[config.mk]
export PLATFORM = sky130hd
export DESIGN_NAME = fact_ctrl_flat
export DESIGN_NICKNAME = d
export VERILOG_FILES = /design/src/rtl/fact_if.sv /design/src/rtl/fact_ctrl.sv /design/src/flat_wrapper.sv
export SDC_FILE = /design/constraint.sdc
export NUM_CORES = 1
export LEC_CHECK = 0
export ABC_CLOCK_PERIOD_IN_PS = 5200
export BUFFER_PORTS_ARGS = -buffer_cell sky130_fd_sc_hd__buf_2
export CAP_MARGIN = 20
export CORE_AREA = 2 2 98 137
export CTS_CLUSTER_SIZE = 40
export DETAILED_ROUTE_END_ITERATION = 6
export DIE_AREA = 0 0 100 139
export MAX_ROUTING_LAYER = met4
export PLACE_DENSITY = 0.72
export SLEW_MARGIN = 20
export SYNTH_ARGS = -nofsm -noshare
export SYNTH_HDL_FRONTEND = slang
export SYNTH_SLANG_ARGS = --single-unit
[constraint.sdc]
create_clock -name clk -period 5.2 [get_ports clk]
set_input_delay 1.04 -clock clk [delete_from_list [all_inputs] [get_ports clk]]
set_output_delay 1.04 -clock clk [all_outputs]
set_load 0.02 [all_outputs]
[src/rtl/fact_if.sv]
// Handshake bundle between a requester and the factorial controller:
// start request with operand, plus busy/done/err status and the result.
interface fact_if;
  logic        go;
  logic [3:0]  n;
  logic        busy;
  logic        done;
  logic        err;
  logic [31:0] result;

  modport master (
    output go,
    output n,
    input  busy,
    input  done,
    input  err,
    input  result
  );

  modport slave (
    input  go,
    input  n,
    output busy,
    output done,
    output err,
    output result
  );
endinterface

[src/rtl/fact_ctrl.sv]
// Sequential factorial engine: one multiply per cycle, operand range 0..12,
// sticky done/err/result until the next accepted start or reset.
module fact_ctrl (
  input  logic   clk,
  input  logic   rst,
  fact_if.slave  bus
);

  typedef enum logic [1:0] {
    ST_IDLE  = 2'd0,
    ST_CHECK = 2'd1,
    ST_MULT  = 2'd2,
    ST_DONE  = 2'd3
  } state_e;

  localparam logic [3:0] MAX_N = 4'd12;

  state_e      state_q, state_d;
  logic [3:0]  cnt_q, cnt_d;
  logic [31:0] prod_q, prod_d;
  logic        done_q, done_d;
  logic        err_q, err_d;
  logic [31:0] result_q, result_d;
  logic [31:0] mult_w;

  // Operands never exceed 12, so the low 32 bits always hold the exact product.
  assign mult_w = prod_q * {28'd0, cnt_q};

  // NOTE: every next-state signal is defaulted to its current value first,
  // so no path through the case statement can infer a latch.
  always_comb begin
    state_d  = state_q;
    cnt_d    = cnt_q;
    prod_d   = prod_q;
    done_d   = done_q;
    err_d    = err_q;
    result_d = result_q;

    unique case (state_q)
      ST_IDLE: begin
        if (bus.go) begin
          cnt_d    = bus.n;
          prod_d   = 32'd1;
          done_d   = 1'b0;
          err_d    = 1'b0;
          result_d = 32'd0;
          state_d  = ST_CHECK;
        end
      end

      ST_CHECK: begin
        if (cnt_q > MAX_N) begin
          err_d    = 1'b1;
          result_d = 32'd0;
          done_d   = 1'b1;
          state_d  = ST_DONE;
        end else if (cnt_q <= 4'd1) begin
          result_d = 32'd1;
          done_d   = 1'b1;
          state_d  = ST_DONE;
        end else begin
          state_d  = ST_MULT;
        end
      end

      ST_MULT: begin
        prod_d = mult_w;
        cnt_d  = cnt_q - 4'd1;
        // The cnt==2 step is the final multiply; publish it directly.
        if (cnt_q == 4'd2) begin
          result_d = mult_w;
          done_d   = 1'b1;
          state_d  = ST_DONE;
        end
      end

      ST_DONE: begin
        state_d = ST_IDLE;
      end

      default: begin
        state_d = ST_IDLE;
      end
    endcase
  end

  // NOTE: state registers use non-blocking assignments so every flop samples
  // the pre-edge values regardless of statement order.
  always_ff @(posedge clk) begin
    if (rst) begin
      state_q  <= ST_IDLE;
      cnt_q    <= 4'd0;
      prod_q   <= 32'd0;
      done_q   <= 1'b0;
      err_q    <= 1'b0;
      result_q <= 32'd0;
    end else begin
      state_q  <= state_d;
      cnt_q    <= cnt_d;
      prod_q   <= prod_d;
      done_q   <= done_d;
      err_q    <= err_d;
      result_q <= result_d;
    end
  end

  assign bus.busy   = (state_q != ST_IDLE);
  assign bus.done   = done_q;
  assign bus.err    = err_q;
  assign bus.result = result_q;

endmodule

[src/flat_wrapper.sv]
// flat-port wrapper written by rule: the top's interface ports become plain ports
module fact_ctrl_flat 
  (clk, rst, bus_go, bus_n, bus_busy, bus_done, bus_err, bus_result);
  fact_if bus_i ();
  input  logic clk;
  input  logic rst;
  input wire logic [$bits(bus_i.go)-1:0] bus_go;
  input wire logic [$bits(bus_i.n)-1:0] bus_n;
  output wire logic [$bits(bus_i.busy)-1:0] bus_busy;
  output wire logic [$bits(bus_i.done)-1:0] bus_done;
  output wire logic [$bits(bus_i.err)-1:0] bus_err;
  output wire logic [$bits(bus_i.result)-1:0] bus_result;
  assign bus_i.go = bus_go;
  assign bus_i.n = bus_n;
  assign bus_busy = bus_i.busy;
  assign bus_done = bus_i.done;
  assign bus_err = bus_i.err;
  assign bus_result = bus_i.result;
  fact_ctrl u_core (.clk(clk), .rst(rst), .bus(bus_i));
endmodule
Word level (Yosys, flattened, before mapping)
Cells that the tools add are included.

Bits in registers: 72.

Add/subtract/negate cells: 1. $mul: 1. $lt $le $gt $ge: 2. Equality and inequality tests: 8. Mux-type cells: 21. Reduce and logical (&&, ||, !) cells: 9.

Operators by type and width (number): $mux 32 (5); $pmux 32 s3 (1); $pmux 32 s2 (1); $mul 32x4->32 (1); $pmux 2 s4 (1); $pmux 4 s2 (1); $mux 1 (6); $mux 2 (3); $reduce_bool 2->1 (3); $eq 2x2->1 const B (2); $eq 4x2->1 const B (1); $gt 4x4->1 const B (1); $le 4x1->1 const B (1); $mux 4 (1); $ne 2x1->1 const B (2); $reduce_and 2->1 (2); $reduce_and 4->1 (1); $sub 4x1->4 const B (1); $ne 3x1->1 const B (1); $pmux 1 s3 (1); $reduce_and 3->1 (1); $reduce_bool 3->1 (1); $eq 2x1->1 const B (1); $logic_not 2->1 (1); 2 further kinds (2).

Logic depth before layout (Yosys ltp)
Depth after elaboration: 4. Depth in mapped cells: 16.

Worst setup path before layout
Ideal clock, no wire load.

Path kind: register to register. Start: reg u_core.cnt_q[2]. End: reg u_core.prod_q[30]. Setup time: 131 ps. Data arrival time: 3850 ps. Data required time: 5069 ps. Path slack: 1218 ps. Cell stages (with the launch flop): 15. Path buffers: 2. Cells stage by stage: dfxtp_1 -> clkbuf_1 -> clkbuf_1 -> nand2_1 -> fa_1 -> fa_1 -> inv_1 -> fa_1 -> a21o_1 -> a221oi_1 -> o21ba_2 -> a2111oi_0 -> nor3b_1 -> xor2_1 -> o21ai_0.

Longest elaborated chain between the ends: 2.

RTL lines: start, declared (RTL line fact_ctrl.sv:19) `logic [3:0] cnt_q, cnt_d;`; start signal, assigned (RTL line fact_ctrl.sv:99) `cnt_q <= cnt_d;`; $mul 32x4->32 (RTL line fact_ctrl.sv:27) `assign mult_w = prod_q * {28'd0, cnt_q};`; $pmux 32 s2 (RTL line fact_ctrl.sv:39) `unique case (state_q)`; end signal, assigned (RTL line fact_ctrl.sv:100) `prod_q <= prod_d;`; end, declared (RTL line fact_ctrl.sv:20) `logic [31:0] prod_q, prod_d;`.

Every way passes these cells. A chain may end at the register's enable or synchronous reset.

Worst setup path in the final report
Start: reg u_core.cnt_q[1]. End: reg u_core.prod_q[28].

Same word-level chain as after synthesis.

==> impl_metrics.tcl <==
set metrics [dict create \
    p_per_area_nw_per_um2 266.4 \
    insertion_delay_ns 0.34 \
    grt_overflow 0 \
    cap_viol_max_count 0 \
    startpoint_type "flop" \
    die_w_um 100 \
    seq_area_um2 1441 \
    tns_ns 0 \
    ctsResizeCount 0 \
    hold_class "flop to flop" \
    grt_max_degree 28 \
    crit_path_top_delay_cell "dfxtp_1" \
    synthTopCellsByArea "dfxtp_1, fa_1, and2_1" \
    path_class "flop to flop" \
    place_inst 1027 \
    slew_headroom_pct 26.82 \
    start_util_pct 53.38 \
    area_growth_pct 9.191 \
    fin_skew_ns 0.01015 \
    final_common_cell "inv_1" \
    die_area_um2 13900 \
    clk_pin_slew_worst_paths_ns 0.06 \
    gp_congestion 0.9386 \
    syn_area_um2 6807 \
    drc 0 \
    critPathCaptureType "flop" \
    portBuffers 41 \
    layout-drive-gt1-share_pct 8.764 \
    numCtsBuffers 9 \
    finalNetCount 989 \
    worst_slew_pin_slew_ns 1.095 \
    antenna_found_initial 0 \
    grt_pass1_vias 6030 \
    synthCells 867 \
    ir_worst_vdd_mv 0.3079 \
    pin_count 42 \
    firstDrtPassIters 5 \
    worstPathMaxFanout 25 \
    yosys_warnings 0 \
    synthesis.nets 971 \
    globalRouteTotalUtil_pct 26.94 \
    cp_common_cell "fa_1" \
    synth_edf_count 0 \
    fin_crit_sh_pct 87.29 \
    final_hold_viol_count 0 \
    wl_per_cell_um 16.54 \
    cp_cell_sequence "nand2_1 -> fa_1 -> fa_1 -> inv_1 -> fa_1 -> a21o_1 -> a221oi_1 -> o21ba_2 -> a31oi_1 -> o31ai_1 -> a21boi_0 -> o31ai_1" \
    htree_levels 3 \
    drt_iter0_markers 188 \
    setup_viol 0 \
    vias 5980 \
    die_h_um 139 \
    yosysTopAreaCellShare_pct 21.18 \
    multiInputGateArea_um2 4750 \
    ys_seq_area_share_pct 21.18 \
    cts_tree "yes" \
    layoutNonFillerInstCount 1043 \
    hpwlAfterDp_um 13130 \
    cts_setup_buffers 0 \
    cts.hold.buffers_added 0 \
    ys_types 59 \
    cp.required_ns 5.45 \
    cts_sinks 72 \
    cp.arrival_ns 4.79 \
    rsz0062_at_grt "no" \
    diodes 0 \
    clock.fmax_mhz 220.3 \
    most-common-layout-cells "inv_1, nand2_1, and2_1" \
    ant_nets 0 \
    cp_num_buf_inv 1 \
    rows 49 \
    grt_first_pass_wirelength_um 29360 \
    core_um2 12750 \
    synth_area_per_cell_um2 7.851 \
    maxSlewViolCount 0 \
    ys_ff_latch 72 \
    p_leak_nw 3.546 \
    avgViaCountPerCell 5.733 \
    cts_buffer_depth 2 \
    period_needed_ns 4.539 \
    synthArstFlopShare_pct 0 \
    cpPeakStageDelay_ns 0.85 \
    routed_wl_um 17250 \
    status "complete, no violations" \
    synth_top_cell_by_area "dfxtp_1" \
    clk_root_buffer_cell "clkbuf_16" \
    synthFlopType "dfxtp_1" \
    fill_cells 1201 \
    critical-path-top-delay-family "compound AO/OA/AOI/OAI gates" \
]
[cells in the mapped netlist (2+ instances only)]
master     instances
inv_1            117
nand2_1           96
and2_1            89
dfxtp_1           72
nor2_1            62
fa_1              57
a21oi_1           56
clkbuf_1          43
ha_1              40
o21ai_0           24
xnor2_1           18
a21o_1            17
nand4_1           16
a22o_1            14
nand3_1           14
a22oi_1           12
a31oi_1            8
nand2b_1           8
nor3_1             8
o211ai_1           7
nor2b_1            6
o31ai_1            6
a211o_1            5
and3_1             5
xor2_1             5
a211oi_1           4
a32oi_1            4
and3b_1            4
o21a_1             4
a21boi_0           3
a221oi_1           3
mux2i_1            3
nor3b_1            3
o22ai_1            3
nand3b_1           2
nor4_1             2
o2111ai_1          2
or2_2              2
or3_1              2
or3b_1             2
[power breakdown]
group,internal (mW),total [mW],switching [mW]
Clock,0.400,0.655,0.254
Combinational,0.175,0.686,0.511
Sequential,0.580,0.639,0.0588
Total,1.16,1.98,0.825
[cell families (layout without fill, tap and decap cells)]
| logic type | after synthesis | count (layout) | synth area share (%) |
|---|---|---|---|
| buffers and inverters | 163 | 186 | 9.117 |
| and+or+nand+nor | 322 | 322 | 23.77 |
| muxes | 4 | 4 | 0.6066 |
| AOI/OAI and AO/OA | 186 | 186 | 18.25 |
| adders and majority gates | 97 | 97 | 24.12 |
| DFF | 72 | 72 | 21.18 |
| xor gates and xnor gates | 23 | 23 | 2.960 |
[tightest hold or removal path, cell delays in order (launching register included)]
cell	delay, ns
dfxtp_1	0.31
nand2_1	0.05
nand2_1	0.04
[worst paths after layout]
kind	start	to	slack (ns)	depth (start not counted)
worst max register to register	u_core.cnt_q[1]	u_core.prod_q[28]	0.66	12
worst min-delay path	u_core.bus.result[19]	u_core.bus.result[19]	0.44	2
worst min register to register	u_core.bus.result[19]	u_core.bus.result[19]	0.44	2
worst max-delay path	u_core.cnt_q[1]	u_core.prod_q[28]	0.66	12
[area by class of cell]
class                           instances  area share [%]
Multi-Input combinational cell        632           63.91
Sequential cell                        72           19.39
Inverter                              117           5.909
Timing Repair Buffer                   53           3.973
Clock buffer                           11           3.401
Tap cell                              153           2.576
Clock inverter                          5          0.8418
[metal layers]
| layer | GRT usage [%] | share of wire, % | vias to the layer above |
|---|---|---|---|
| met5 | - | 0 | - |
| met4 | 10.02 | 2.6 | 0 |
| met3 | 3.226 | 4.2 | 40 |
| met2 | 46.41 | 52 | 155 |
| met1 | 31.97 | 41 | 2883 |
| li1 | - | - | 2902 |
[through the flow]
step	utilization, %	worst slack [ns]	hold slack [ns]	total power [mW]	instance area, um^2
CTS	58.28	0.7112	0.4450	1.986	7432
detailed placement	55.81	0.7581	0.4352	1.331	7117
global route	58.28	0.4594	0.4589	2.082	7432
floorplan	-	1.218	0.4357	1.092	6807
global placement	55.81	0.8825	0.4310	1.323	7117
finish	58.28	0.6610	0.4423	1.980	7432
[state kept, by name (all words and copies together) (netlist names)]
| register | flops |
|---|---|
| u_core.bus.result | 32 |
| u_core.bus.err | 1 |
| u_core.cnt_q | 4 |
| u_core.state_q | 2 |
| u_core.bus.done | 1 |
| u_core.prod_q | 32 |
No activity file was read; power rests on OpenSTA's default activity.
